==> src/rtl/ball_kinematics_pkg.sv <==
// Shared table geometry, speed limits and FSM encoding for the per-ball motion engine.
package ball_kinematics_pkg;

  localparam logic [9:0] BALL_SIZE    = 10'd30;
  localparam logic [9:0] TABLE_LEFT   = 10'd20;
  localparam logic [9:0] TABLE_RIGHT  = 10'd620;
  localparam logic [9:0] TABLE_TOP    = 10'd20;
  localparam logic [9:0] TABLE_BOTTOM = 10'd460;
  localparam logic [9:0] X_INIT_DEF   = 10'd100;
  localparam logic [9:0] Y_INIT_DEF   = 10'd200;
  localparam logic [9:0] V_MAX_DEF    = 10'd15;
  localparam logic [3:0] FRIC_PER_DEF = 4'd8;

  localparam logic DIR_POS = 1'b1;
  localparam logic DIR_NEG = 1'b0;

  typedef enum logic [1:0] {
    S_IDLE = 2'd0,
    S_STEP = 2'd1,
    S_FRIC = 2'd2
  } state_e;

  function automatic logic [9:0] sat_speed(input logic [9:0] v, input logic [9:0] vmax);
    return (v > vmax) ? vmax : v;
  endfunction

endpackage

==> src/rtl/ball_kinematics_axis_stepper.sv <==
// One axis of ball motion: position, direction, speed and per-frame step counter.
// Steps one pixel per enabled cycle, reflecting at the cushion limits.
module ball_kinematics_axis_stepper
  import ball_kinematics_pkg::*;
#(
  parameter logic [9:0] POS_INIT = 10'd0,
  parameter logic [9:0] POS_MIN  = 10'd0,
  parameter logic [9:0] POS_MAX  = 10'd1
) (
  input  logic       clk_i,
  input  logic       rst_i,
  input  logic       upd_i,
  input  logic [9:0] upd_v_i,
  input  logic       upd_dir_i,
  input  logic       load_i,
  input  logic       step_i,
  input  logic       fric_i,
  output logic [9:0] pos_o,
  output logic       dir_o,
  output logic [9:0] v_o,
  output logic [9:0] cnt_o,
  output logic       bounce_o
);

  logic [9:0] pos_q, pos_d;
  logic       dir_q, dir_d;
  logic [9:0] v_q, v_d;
  logic [9:0] cnt_q, cnt_d;
  logic       at_lim;
  logic       active;
  logic       dir_nxt;

  assign at_lim   = (dir_q == DIR_POS) ? (pos_q == POS_MAX) : (pos_q == POS_MIN);
  assign active   = step_i && (cnt_q != 10'd0);
  assign bounce_o = active && at_lim;
  assign dir_nxt  = dir_q ^ at_lim;

  always_comb begin
    pos_d = pos_q;
    dir_d = dir_q;
    v_d   = v_q;
    cnt_d = cnt_q;
    if (upd_i) begin
      v_d   = upd_v_i;
      dir_d = upd_dir_i;
    end
    // A same-cycle update takes effect for the frame being loaded.
    if (load_i) cnt_d = upd_i ? upd_v_i : v_q;
    if (active) begin
      dir_d = dir_nxt;
      pos_d = (dir_nxt == DIR_POS) ? pos_q + 10'd1 : pos_q - 10'd1;
      cnt_d = cnt_q - 10'd1;
    end
    if (fric_i && (v_q != 10'd0)) v_d = v_q - 10'd1;
  end

  always_ff @(posedge clk_i) begin
    if (rst_i) begin
      pos_q <= POS_INIT;
      dir_q <= DIR_POS;
      v_q   <= 10'd0;
      cnt_q <= 10'd0;
    end else begin
      pos_q <= pos_d;
      dir_q <= dir_d;
      v_q   <= v_d;
      cnt_q <= cnt_d;
    end
  end

  assign pos_o = pos_q;
  assign dir_o = dir_q;
  assign v_o   = v_q;
  assign cnt_o = cnt_q;

endmodule

==> src/rtl/ball_kinematics.sv <==
// Per-ball motion engine: per-frame pixel stepping with cushion reflection and friction decay.
// Updates are accepted only between frames (upd_ready_o high in S_IDLE).
module ball_kinematics
  import ball_kinematics_pkg::*;
#(
  parameter logic [9:0] X_INIT   = X_INIT_DEF,
  parameter logic [9:0] Y_INIT   = Y_INIT_DEF,
  parameter logic [9:0] X_MIN    = TABLE_LEFT,
  parameter logic [9:0] X_MAX    = TABLE_RIGHT - BALL_SIZE,
  parameter logic [9:0] Y_MIN    = TABLE_TOP,
  parameter logic [9:0] Y_MAX    = TABLE_BOTTOM - BALL_SIZE,
  parameter logic [9:0] V_MAX    = V_MAX_DEF,
  parameter logic [3:0] FRIC_PER = FRIC_PER_DEF
) (
  input  logic       clk_i,
  input  logic       rst_i,
  input  logic       frame_tick_i,
  input  logic       upd_valid_i,
  output logic       upd_ready_o,
  input  logic [9:0] upd_vx_i,
  input  logic [9:0] upd_vy_i,
  input  logic       upd_dx_i,
  input  logic       upd_dy_i,
  output logic [9:0] x_ball_o,
  output logic [9:0] y_ball_o,
  output logic [9:0] vx_now_o,
  output logic [9:0] vy_now_o,
  output logic       dx_now_o,
  output logic       dy_now_o,
  output logic       moving_o,
  output logic       wall_hit_o,
  output logic       tick_miss_o
);

  state_e     state_q;
  logic [3:0] fric_cnt_q;
  logic       wall_hit_q, tick_miss_q;

  logic       accept, tick_go, fric_dec;
  logic [9:0] sat_vx, sat_vy, eff_vx, eff_vy;
  logic [9:0] cnt_x, cnt_y;
  logic       bounce_x, bounce_y;

  assign upd_ready_o = (state_q == S_IDLE);
  assign accept      = upd_valid_i && upd_ready_o;
  assign tick_go     = frame_tick_i && upd_ready_o;
  assign sat_vx      = sat_speed(upd_vx_i, V_MAX);
  assign sat_vy      = sat_speed(upd_vy_i, V_MAX);
  assign eff_vx      = accept ? sat_vx : vx_now_o;
  assign eff_vy      = accept ? sat_vy : vy_now_o;
  assign fric_dec    = (state_q == S_FRIC) && (fric_cnt_q == FRIC_PER - 4'd1);
  assign moving_o    = (vx_now_o != 10'd0) || (vy_now_o != 10'd0);

  ball_kinematics_axis_stepper #(.POS_INIT(X_INIT), .POS_MIN(X_MIN), .POS_MAX(X_MAX)) u_x (
    .clk_i(clk_i), .rst_i(rst_i), .upd_i(accept), .upd_v_i(sat_vx), .upd_dir_i(upd_dx_i),
    .load_i(tick_go), .step_i(state_q == S_STEP), .fric_i(fric_dec),
    .pos_o(x_ball_o), .dir_o(dx_now_o), .v_o(vx_now_o), .cnt_o(cnt_x), .bounce_o(bounce_x)
  );

  ball_kinematics_axis_stepper #(.POS_INIT(Y_INIT), .POS_MIN(Y_MIN), .POS_MAX(Y_MAX)) u_y (
    .clk_i(clk_i), .rst_i(rst_i), .upd_i(accept), .upd_v_i(sat_vy), .upd_dir_i(upd_dy_i),
    .load_i(tick_go), .step_i(state_q == S_STEP), .fric_i(fric_dec),
    .pos_o(y_ball_o), .dir_o(dy_now_o), .v_o(vy_now_o), .cnt_o(cnt_y), .bounce_o(bounce_y)
  );

  always_ff @(posedge clk_i) begin
    if (rst_i) begin
      state_q     <= S_IDLE;
      fric_cnt_q  <= 4'd0;
      wall_hit_q  <= 1'b0;
      tick_miss_q <= 1'b0;
    end else begin
      wall_hit_q  <= bounce_x || bounce_y;
      tick_miss_q <= frame_tick_i && !upd_ready_o;
      case (state_q)
        S_IDLE: if (tick_go) state_q <= ((eff_vx | eff_vy) != 10'd0) ? S_STEP : S_FRIC;
        // Leave once the step taken this cycle drains both counters.
        S_STEP: if ((cnt_x <= 10'd1) && (cnt_y <= 10'd1)) state_q <= S_FRIC;
        S_FRIC: begin
          state_q <= S_IDLE;
          if (!moving_o || fric_dec) fric_cnt_q <= 4'd0;
          else                       fric_cnt_q <= fric_cnt_q + 4'd1;
        end
        default: state_q <= S_IDLE;
      endcase
    end
  end

  assign wall_hit_o  = wall_hit_q;
  assign tick_miss_o = tick_miss_q;

endmodule

==> config.mk <==
export PLATFORM = sky130hd
export DESIGN_NAME = ball_kinematics
export DESIGN_NICKNAME = d
export VERILOG_FILES = /design/src/rtl/ball_kinematics_pkg.sv /design/src/rtl/ball_kinematics_axis_stepper.sv /design/src/rtl/ball_kinematics.sv
export SDC_FILE = /design/constraint.sdc
export NUM_CORES = 1
export LEC_CHECK = 0
export BUFFER_PORTS_ARGS = -buffer_cell sky130_fd_sc_hd__buf_4
export CAP_MARGIN = 20
export CORE_MARGIN = 2
export CORE_UTILIZATION = 53
export CTS_CLUSTER_SIZE = 16
export DETAILED_ROUTE_END_ITERATION = 10
export PLACE_DENSITY = 0.76
export SYNTH_ARGS = -nofsm -noshare
export SYNTH_HDL_FRONTEND = slang
export SYNTH_HIERARCHICAL = 1
export SYNTH_SLANG_ARGS = --single-unit
==> constraint.sdc <==
create_clock -name clk_i -period 2.7 [get_ports clk_i]
set_clock_uncertainty 0.1 [all_clocks]
set_input_delay 0.54 -clock clk_i [delete_from_list [all_inputs] [get_ports clk_i]]
set_output_delay 0.54 -clock clk_i [all_outputs]
set_load 0.01 [all_outputs]
==> summary.txt <==
Pwr/cell area -> 792 nW/µm²
CTS Buf Count -> 9
Fill count -> 784
Mux cell area share after synthesis -> 7.02%
Final Hold Viols -> 0
Crit share post-route -> 101%
RSZ-0062 raised after global routing -> yes
Cell count after placement -> 890
Drt first pass iters -> 5
Crit path DAT -> 2860 ps
Final #Nets -> 807
Worst-Margin Slew -> 756 ps
Slew margin rel. -> 49.6%
Startpoint Class -> flip-flop
Post-synthesis sequential area ratio -> 27.7%
IO Count -> 72
Largest net degree at the start of global routing -> 39
Die Height -> 102 µm
DRC Markers -> 0
Ant diodes -> 0
Core ar. -> 9240 µm²
DR iter-0 viols -> 435
Max-Cap Viols -> 0
Worst hold path class -> flip-flop to flip-flop
Max VDD drop -> 323 µV
Post-Synth Adder-Cell Area -> 1.98%
Vias in the first global route -> 5168
Synth Cell Area -> 5060 µm²
Setup Viol. Count Final -> 1
Slowest-stage cell, CP -> or4_4
Failing checks -> setup timing
Count of unique library cells instantiated by Yosys -> 82
Async SR Flop Fraction -> 0%
Via Count -> 5449
Clk sinks -> 70
Setup_tns -> -34.2 ps
Clock buffer depth -> 2
GRT met3 Usage -> 3.86%
Met2 usage -> 46.9%
Global-route wire length before repair -> 23.5 mm
FMAX -> 0.366 GHz
Post-route ant nets -> 0
Layout cells sized above 1 -> 27.1%
Ys Warns -> 6
Die area -> 10300 µm²
Final Instance Area -> 6290 µm²
Total GRT Usage -> 27.7%
Post-Layout Cell Count -> 907
Slew Viols, Final -> 0
Complex-gate fraction of the synthesized area -> 22.4%
Met1 usage in global routing -> 34.9%
Hold-fix buffers, CTS -> 0
Simple-Gate Fraction of Synth Area -> 32.8%
Area delta synth->final -> 24.3%
CP top delay family -> simple AND/OR/NAND/NOR gates
Primary FF master, synth -> dfxtp_1
Most frequent CP cell -> or4_4
H-tree depth -> 3
#FFs+latches synth -> 70
Worst EP required -> 2820 ps
Syn Inst Count -> 671
Std-Cell Rows -> 35
CP Class -> flip-flop to flip-flop
Root Driver -> clkbuf_8
Hold Slack -> 399 ps
Setup slack after layout -> -34.2 ps
CP max FO -> 3
Leakage -> 0.00248 µW
DP Area -> 6060 µm²
CP Buf/Inv Count -> 0
Synth Area in XOR/XNOR -> 2.45%
PortBufs -> 71
Status -> complete, but fails checks
Number of synthesized flops with an enable pin -> 0
Initial antenna violation count -> 0
Clk Latency, worst-skew pair -> 340 ps
Avg Cell Area, Syn -> 7.54 µm²
Max incr delay on CP -> 430 ps
Worst-path clk slew -> 70 ps
Congestion Overflow GR -> 0
Final worst path period need -> 2730 ps
Initial Util -> 54.8%
Drt wl/cell -> 15.6 µm
Routed wire length -> 14.2 mm
GRT Max-Usage Layer -> met2
Post-DP HPWL -> 10.4 mm
Cell breakdown of the critical path -> nor4b_4 > a41o_1 > nor2_4 > xnor2_1 > ha_2 > or4_4 > or4_4 > o21ai_2 > and4b_1 > nor3_1
Die Wd -> 102 µm
Routed vias/inst -> 6.01
CTS tree -> yes
Reg2reg setup slack -> -30 ps
Largest family of logic cells by synthesized area -> simple AND/OR/NAND/NOR gates
Worst setup EP type -> flip-flop
Gpl congestion -> 0.915
==> path summary, 6_finish.rpt <==
path	startpoint	endpoint	depth (start not counted)
min reg2reg	u_x/pos_o[1]	u_x/pos_o[1]	2
min	u_x/pos_o[1]	u_x/pos_o[1]	2
max reg2reg	u_x/pos_o[8]	u_x/pos_o[8]	10
max	u_x/pos_o[8]	u_x/pos_o[8]	10
==> state kept, by name, summed over array words and instances, names as in the netlist <==
name         flops
state_q          2
u_y/dir_o        1
fric_cnt_q       4
u_y/cnt_o       10
u_x/cnt_o       10
u_x/v_o         10
tick_miss_o      1
u_x/pos_o       10
wall_hit_o       1
u_y/pos_o       10
u_y/v_o         10
u_x/dir_o        1
==> cells by family (layout without fill, tap and decap cells) <==
kind of cell,after synthesis,count (layout)
AO/OA/AOI/OAI,159,159
XOR/XNOR,12,12
adder cells (fa/ha/maj),8,8
buffers and inverters,71,161
flip-flops,70,70
multiplexers,33,33
other,1,18
AND/OR/NAND/NOR,317,317
==> placed cells by master, fill, tap and decap left out, types with 7 or more instances in the layout <==
cell / n
buf_4: 120
mux2i_1: 16
nor3_1: 25
nor2_1: 80
and3_1: 8
inv_1: 25
dfxtp_1: 58
a211oi_1: 11
or2_2: 12
a21oi_1: 44
mux2_2: 16
clkbuf_8: 10
nor2b_1: 16
nand4_1: 7
conb_1: 18
dfxtp_2: 12
nand2_1: 64
a31oi_1: 10
xnor2_1: 8
nand3_1: 24
nor4_1: 21
o21ai_0: 26
==> what timing repair did <==
action                                  CTS  global route
endpoints found under the setup margin    2             8
setup buffers                             0             1
pin swaps                                 3            10
gates resized for setup                   1            11
==> per-layer routing <==
metal	vias up	share of wire, %
met2	221	48
met3	18	6.7
li1	2658	-
met1	2552	43
met4	0	2.1
met5	-	0
==> cell usage after synthesis (6+ instances only) <==
cell type | instances | share of area, %
or4_1 | 9 | 1.3
nor4_1 | 23 | 2.8
nor2_1 | 81 | 6.0
and3_1 | 9 | 1.1
nand3_1 | 24 | 2.4
clkbuf_1 | 30 | 2.2
nand2_1 | 64 | 4.7
or2_2 | 14 | 1.7
a211oi_1 | 11 | 1.6
inv_1 | 25 | 1.9
mux2i_1 | 16 | 3.2
ha_1 | 8 | 2.0
nand2b_1 | 6 | 0.74
nor2b_1 | 16 | 2.0
nand4_1 | 7 | 0.87
xnor2_1 | 8 | 1.4
mux2_2 | 16 | 3.6
or3_1 | 6 | 0.74
nor3_1 | 27 | 2.7
dfxtp_1 | 70 | 28
a31oi_1 | 11 | 1.4
o21ai_0 | 27 | 2.7
buf_2 | 15 | 1.5
a21oi_1 | 44 | 4.4
==> metrics by stage <==
step                      power (µW)  setup slack [ps]  util (%)
after global routing            5350              -101      68.1
after floorplan                 3410             -55.9         -
after CTS                       4930              2.61      67.5
after detailed placement        4170             -49.5      65.6
after global placement          4080              17.1      65.6
final                           4980             -34.2      68.1
==> area by class of cell <==
type,count,area [µm²],share of cell area (%)
flip-flops and latches,70,1420,22.5
clock buffers,12,145,2.31
clock inverters,4,22.5,0.358
well taps,129,161,2.57
multi-input cells,547,3550,56.4
repair buffers,120,901,14.3
inverters,25,93.8,1.49
==> worst register-to-register path: cells and delay by family, from the launching register on <==
kind,cells,cell delay [ps]
AND/OR/NAND/NOR,6,1520
AO/OA/AOI/OAI,2,380
flip-flops,1,340
adder cells (fa/ha/maj),1,170
XOR/XNOR,1,130
==> where the power goes <==
part           switching [µW]  total [µW]  internal, µW  leakage, µW
combinational            1510        2640          1130      0.00182
clock                     390         745           355    0.0000861
sequential                321        1590          1270     0.000577
(Power assumes the default switching activity.)
